$ cat config.mk
export PLATFORM = sky130hd
export DESIGN_NAME = rotary_position_tracker
export DESIGN_NICKNAME = d
export VERILOG_FILES = /design/src/rtl/rotary_position_tracker.sv
export SDC_FILE = /design/constraint.sdc
export NUM_CORES = 1
export LEC_CHECK = 0
export BUFFER_PORTS_ARGS = -buffer_cell sky130_fd_sc_hd__buf_2
export CORE_MARGIN = 1.5
export CORE_UTILIZATION = 45
export CTS_BUF_LIST = sky130_fd_sc_hd__clkbuf_16
export CTS_CLUSTER_DIAMETER = 100
export DETAILED_ROUTE_END_ITERATION = 12
export GPL_ROUTABILITY_DRIVEN = 0
export PLACE_DENSITY = 0.7
export SETUP_SLACK_MARGIN = 0.05
export SLEW_MARGIN = 20
export SYNTH_ARGS = -nofsm -noshare
export SYNTH_HDL_FRONTEND = slang
export SYNTH_SLANG_ARGS = --single-unit
$ cat constraint.sdc
create_clock -name clk -period 7.45 [get_ports clk]
set_input_delay 1.1175 -clock clk [delete_from_list [all_inputs] [get_ports clk]]
set_output_delay 1.1175 -clock clk [all_outputs]
set_load 0.01 [all_outputs]
$ cat src/rtl/rotary_position_tracker.sv
// Turns encoder step pulses into a bounded, optionally wrapping position with
// speed-based acceleration, and publishes every position change as a valid/ready event.
module rotary_position_tracker #(
  parameter int WIDTH       = 8,
  parameter int MIN_VAL     = 0,
  parameter int MAX_VAL     = 99,
  parameter int INIT_VAL    = 0,
  parameter int WRAP        = 1,
  parameter int FAST_WINDOW = 2500000,
  parameter int FAST_THRESH = 3,
  parameter int FAST_STEP   = 5
) (
  input  logic             clk,
  input  logic             rst_n,
  input  logic             enable,
  input  logic             step_right,
  input  logic             step_left,
  input  logic             load,
  input  logic [WIDTH-1:0] load_val,
  output logic [WIDTH-1:0] position,
  output logic             changed,
  output logic             accel,
  output logic             evt_valid,
  output logic             evt_dir,
  output logic [WIDTH-1:0] evt_pos,
  input  logic             evt_ready,
  output logic             evt_overrun
);

  localparam int GW = $clog2(FAST_WINDOW + 1);
  localparam int SW = $clog2(FAST_THRESH + 1);
  localparam logic [GW-1:0]    GAP_MAX    = GW'(FAST_WINDOW);
  localparam logic [SW-1:0]    STREAK_MAX = SW'(FAST_THRESH);
  localparam logic [WIDTH:0]   MIN_X      = (WIDTH+1)'(MIN_VAL);
  localparam logic [WIDTH:0]   MAX_X      = (WIDTH+1)'(MAX_VAL);
  localparam logic [WIDTH:0]   ONE_X      = (WIDTH+1)'(1);
  localparam logic [WIDTH:0]   FSTEP_X    = (WIDTH+1)'(FAST_STEP);
  localparam logic [WIDTH-1:0] POS_INIT   = WIDTH'(INIT_VAL);

  typedef enum logic {SLOW = 1'b0, FAST = 1'b1} state_t;

  state_t state_q, state_d;
  logic [WIDTH-1:0] pos_q, pos_d, next_pos;
  logic [WIDTH-1:0] evt_pos_q, evt_pos_d;
  logic [GW-1:0]    gap_q, gap_d;
  logic [SW-1:0]    streak_q, streak_d;
  logic             changed_q, changed_d;
  logic             last_dir_q, last_dir_d;
  logic             evt_valid_q, evt_valid_d;
  logic             evt_dir_q, evt_dir_d;
  logic             evt_overrun_q, evt_overrun_d;
  logic             post, post_dir;
  logic             step_take, same_dir, cont;
  logic [WIDTH:0]   step_size;

  function automatic logic [WIDTH-1:0] clamp_load(input logic [WIDTH-1:0] v);
    logic [WIDTH:0] vx;
    vx = {1'b0, v};
    if (vx < MIN_X) vx = MIN_X;
    else if (vx > MAX_X) vx = MAX_X;
    return vx[WIDTH-1:0];
  endfunction

  function automatic logic [WIDTH-1:0] move_right(input logic [WIDTH-1:0] pos,
                                                  input logic [WIDTH:0] s);
    logic [WIDTH:0] sum;
    sum = {1'b0, pos} + s;
    if (sum > MAX_X) begin
      if (WRAP != 0) sum = MIN_X + (sum - MAX_X - ONE_X);
      else           sum = MAX_X;
    end
    return sum[WIDTH-1:0];
  endfunction

  function automatic logic [WIDTH-1:0] move_left(input logic [WIDTH-1:0] pos,
                                                 input logic [WIDTH:0] s);
    logic [WIDTH:0] res;
    if ({1'b0, pos} < MIN_X + s) begin
      if (WRAP != 0) res = MAX_X - (MIN_X + s - {1'b0, pos} - ONE_X);
      else           res = MIN_X;
    end else begin
      res = {1'b0, pos} - s;
    end
    return res[WIDTH-1:0];
  endfunction

  // A load in the same cycle swallows the step entirely.
  assign step_take = enable && (step_right ^ step_left) && !load;
  assign same_dir  = (step_right == last_dir_q);
  assign cont      = same_dir && (gap_q < GAP_MAX);
  assign step_size = ((state_q == FAST) && cont) ? FSTEP_X : ONE_X;

  always_comb begin
    pos_d         = pos_q;
    changed_d     = 1'b0;
    last_dir_d    = last_dir_q;
    gap_d         = gap_q;
    streak_d      = streak_q;
    evt_valid_d   = evt_valid_q;
    evt_dir_d     = evt_dir_q;
    evt_pos_d     = evt_pos_q;
    evt_overrun_d = evt_overrun_q;
    next_pos      = pos_q;
    post          = 1'b0;
    post_dir      = last_dir_q;

    if (step_take)            gap_d = '0;
    else if (gap_q < GAP_MAX) gap_d = gap_q + GW'(1);

    if (load || !enable) streak_d = '0;
    else if (step_take)  streak_d = !cont ? SW'(1) :
                                    (streak_q < STREAK_MAX) ? streak_q + SW'(1) : STREAK_MAX;

    if (load) begin
      next_pos = clamp_load(load_val);
    end else if (step_take) begin
      next_pos   = step_right ? move_right(pos_q, step_size) : move_left(pos_q, step_size);
      last_dir_d = step_right;
      post_dir   = step_right;
    end

    if (next_pos != pos_q) begin
      pos_d     = next_pos;
      changed_d = 1'b1;
      post      = 1'b1;
    end

    // A fresh event in the consume cycle keeps evt_valid high with the new payload.
    if (evt_valid_q && evt_ready) evt_valid_d = 1'b0;
    if (post) begin
      if (evt_valid_q && !evt_ready) evt_overrun_d = 1'b1;
      evt_valid_d = 1'b1;
      evt_dir_d   = post_dir;
      evt_pos_d   = next_pos;
    end
  end

  always_comb begin
    state_d = state_q;
    if (!enable || load) begin
      state_d = SLOW;
    end else begin
      case (state_q)
        SLOW:    if (step_take && (streak_d == STREAK_MAX)) state_d = FAST;
        FAST:    if ((gap_q >= GAP_MAX) || (step_take && !same_dir)) state_d = SLOW;
        default: state_d = SLOW;
      endcase
    end
  end

  always_ff @(posedge clk) begin
    if (!rst_n) state_q <= SLOW;
    else        state_q <= state_d;
  end

  always_ff @(posedge clk) begin
    if (!rst_n) begin
      pos_q         <= POS_INIT;
      changed_q     <= 1'b0;
      last_dir_q    <= 1'b0;
      gap_q         <= '0;
      streak_q      <= '0;
      evt_valid_q   <= 1'b0;
      evt_dir_q     <= 1'b0;
      evt_pos_q     <= '0;
      evt_overrun_q <= 1'b0;
    end else begin
      pos_q         <= pos_d;
      changed_q     <= changed_d;
      last_dir_q    <= last_dir_d;
      gap_q         <= gap_d;
      streak_q      <= streak_d;
      evt_valid_q   <= evt_valid_d;
      evt_dir_q     <= evt_dir_d;
      evt_pos_q     <= evt_pos_d;
      evt_overrun_q <= evt_overrun_d;
    end
  end

  assign position    = pos_q;
  assign changed     = changed_q;
  assign accel       = (state_q == FAST);
  assign evt_valid   = evt_valid_q;
  assign evt_dir     = evt_dir_q;
  assign evt_pos     = evt_pos_q;
  assign evt_overrun = evt_overrun_q;

endmodule

==> flow_metrics.py <==
metrics = {
    "timing": {
        "min_period_ns": 4.431,
        "setup_tns_ns": 0,
        "max_freq_ghz": 0.2257,
        "grt_setup_unrepaired": "false",
        "period_share_pct": 59.48,
        "setup_viol": 0,
        "tightest_slew_ns": 0.8292,
        "fin_skew_ns": 0.005508,
        "maxSlewHeadroom_pct": 44.72,
        "drv_slew": 0,
        "hold_viol": 0,
    },
    "final_layout": {
        "antenna_cells": 0,
        "final_cells": 488,
        "area_growth_syn_to_layout_pct": 10.73,
        "final_area_mm2": 0.003395,
        "nNetsFinal": 446,
        "drive_gt1_share_pct": 13.14,
    },
    "power": {
        "ir_drop_v": 0.0001834,
        "clkPwrFrac_pct": 43.6,
        "power_frac_comb_pct": 21.2,
        "intPower_uw": 459.2,
        "seq_power_share_pct": 35.2,
        "switching_share_pct": 28.45,
        "p_per_area_mw_per_mm2": 189.1,
        "switchingPower_uw": 182.6,
        "leakage_uw": 0.001347,
    },
    "logic_synthesis": {
        "yosys.area.top_type": "dfxtp_1",
        "ys_seq_area_share_pct": 24.82,
        "netlist.area_leader.share_pct": 24.82,
        "synthTopCellsByCount": "dfxtp_1, nand2_1, nor2_1, xnor2_1, a21oi_1",
        "synth.area.top_cells": "dfxtp_1, xnor2_1, ha_1",
        "syn_inst": 392,
        "synth-edff-count": 0,
        "synth_most_common_cell": "dfxtp_1",
        "syn_area_mm2": 0.003065,
        "ys_types": 63,
        "synth.avg_cell_area_um2": 7.820,
        "async_flop_share_pct": 0,
        "ys_warn_count": 0,
        "synth_ff_type": "dfxtp_1",
        "ys_ff_latch": 38,
        "syn_nets": 428,
    },
    "critical_path": {
        "crit_buf_inv": 2,
        "crit_family": "compound AO/OA/AOI/OAI gates",
        "cp.required_ns": 7.62,
        "crit_chain": "nand2_1, a21boi_0, a21boi_1, nor2b_1, nand2_1, inv_1, ha_1, inv_1, ha_1, a21oi_2, xnor2_1, ha_1, a32oi_1, o211ai_2, nand2_1, nor2_1, o311a_1",
        "end_kind": "register",
        "cp_slowest_stage_delay_ns": 0.58,
        "cp.arrival_ns": 4.60,
        "worst-setup-path-type": "register to register",
        "crit_fanout": 8,
        "critPathLaunchType": "register",
        "slowest_stage": "a21boi_1",
    },
    "cts": {
        "numCtsBuffers": 5,
        "cts_resized": 0,
        "cts_hold_buffers": 0,
        "cts.path.max_buffers": 2,
        "post-cts-setup-buffers": 0,
        "clock-sinks": 38,
        "cts_tree": "done",
        "clk_pin_slew_worst_paths_ns": 0.06,
        "clockRootBuffer": "clkbuf_16",
        "clk_latency_ns": 0.28,
        "htreeDepth": 2,
    },
    "routing": {
        "drt_iter0_drc": 241,
        "wl_per_cell_um": 15.42,
        "postRouteAntennaNets": 0,
        "drt-pass1-iter-count": 9,
        "vias": 2898,
        "drc": 3,
        "viasPerCell": 5.939,
        "routed_wl_mm": 7.526,
    },
    "floorplanning": {
        "io_pins": 36,
        "die_area_mm2": 0.007316,
        "row_count": 29,
        "start_util_pct": 47.46,
        "die_w_um": 85.54,
        "coreArea_mm2": 0.006459,
        "die_y_um": 85.54,
    },
    "global_route": {
        "grt_pass1_wl_mm": 12.66,
        "antenna_found_initial": 0,
        "grt_pass1_vias": 2668,
        "grt_max_degree": 23,
        "grt-ovfl-total": 0,
        "grt_usage_pct": 21.29,
    },
    "placed_design": {
        "portBuffers": 35,
        "dpl.cell_count": 480,
        "postPlaceCellArea_mm2": 0.003201,
        "hpwl_mm": 5.552,
    },
    "status": {
        "violations": "DRC",
        "status": "finished, violations left",
    },
    "flow_run": {
        "maxCapViolations": 0,
    },
    "min_path": {
        "hold_class": "register to register",
    },
}
-- sequential cells by signal, summed over array words and instances (netlist names) --
register	cells
evt_valid	1
streak_q	2
changed	1
position	8
gap_q	22
accel	1
last_dir_q	1
evt_overrun	1
evt_dir	1
-- per-layer routing --
layer / global-route usage, % / wire length, µm / up-vias
met5: 0 / 0 / -
met4: 5.425 / 91 / 0
met3: 4.620 / 533 / 11
met2: 32.71 / 3274 / 97
li1: - / - / 1418
met1: 30.37 / 3627 / 1372
-- worst register-to-register path, stage by stage, from the launching register on --
cell and delay (ns):
dfxtp_1 0.36, nand2_1 0.16, a21boi_0 0.35, a21boi_1 0.58
nor2b_1 0.11, nand2_1 0.18, inv_1 0.09, ha_1 0.46
inv_1 0.08, ha_1 0.20, a21oi_2 0.26, xnor2_1 0.21
ha_1 0.26, a32oi_1 0.29, o211ai_2 0.18, nand2_1 0.16
nor2_1 0.05, o311a_1 0.35
-- metrics by stage --
step	hold slack [ns]	worst slack (ns)	total power [µW]	util [%]
floorplan	0.4524	3.355	326.9	-
global placement	0.4508	3.190	360.8	49.44
detailed placement	0.4581	3.018	363.0	49.55
CTS	0.4775	3.110	642.5	52.56
global route	0.5232	2.672	669.2	52.56
finish	0.4784	3.019	641.7	52.56
-- final timing paths --
path	from	endpoint	slack, ns	cells after the start
max	gap_q[17]	position[3]	3.02	17
max reg2reg	gap_q[17]	position[3]	3.02	17
min	evt_dir	evt_dir	0.48	2
min reg2reg	evt_dir	evt_dir	0.48	2
-- cells in the final DEF, fill, tap and decap left out, types with 3 or more instances in the layout --
| cell | instances |
|---|---|
| o21ai_0 | 20 |
| a21boi_0 | 3 |
| o22ai_1 | 3 |
| nand2_1 | 35 |
| nand2b_1 | 9 |
| nor2b_1 | 9 |
| nand4_1 | 6 |
| nand3b_1 | 5 |
| o211ai_1 | 3 |
| o21a_1 | 4 |
| dfxtp_1 | 38 |
| nor3_1 | 17 |
| nor4_1 | 5 |
| ha_1 | 19 |
| a31oi_1 | 6 |
| nor2_1 | 35 |
| xor2_1 | 5 |
| inv_1 | 23 |
| a21oi_1 | 24 |
| clkbuf_16 | 5 |
| o31ai_1 | 6 |
| or3_1 | 7 |
| xnor2_1 | 30 |
| nand3_1 | 7 |
| buf_2 | 35 |
-- cell type report --
| type | instances | area [µm²] |
|---|---|---|
| tap | 77 | 96.34 |
| timing repair buffer | 36 | 182.7 |
| clock inverter | 3 | 68.82 |
| sequential | 38 | 760.7 |
| inverter | 23 | 86.33 |
| clock buffer | 5 | 125.1 |
| fill | 627 | 3064 |
| multi-input combinational | 306 | 2074 |
-- cell families after synthesis --
kind of cell    count (synthesis)  synth area share (%)
compound gates                 97                 21.27
mux                             2                0.6531
flops                          38                 24.82
buf+inv                        48                 7.510
xor+xnor                       35                 10.00
fa+ha+maj                      21                 9.061
simple gates                  151                 26.69
-- power by group through the flow --
stage,registers [µW],clock network (µW),logic [µW]
floorplan,225,0,102
global placement,230,0,131
detailed placement,230,0,133
CTS,226,283,134
global route,228,290,151
finish,226,280,136
No activity file was read; power rests on OpenSTA's default activity.
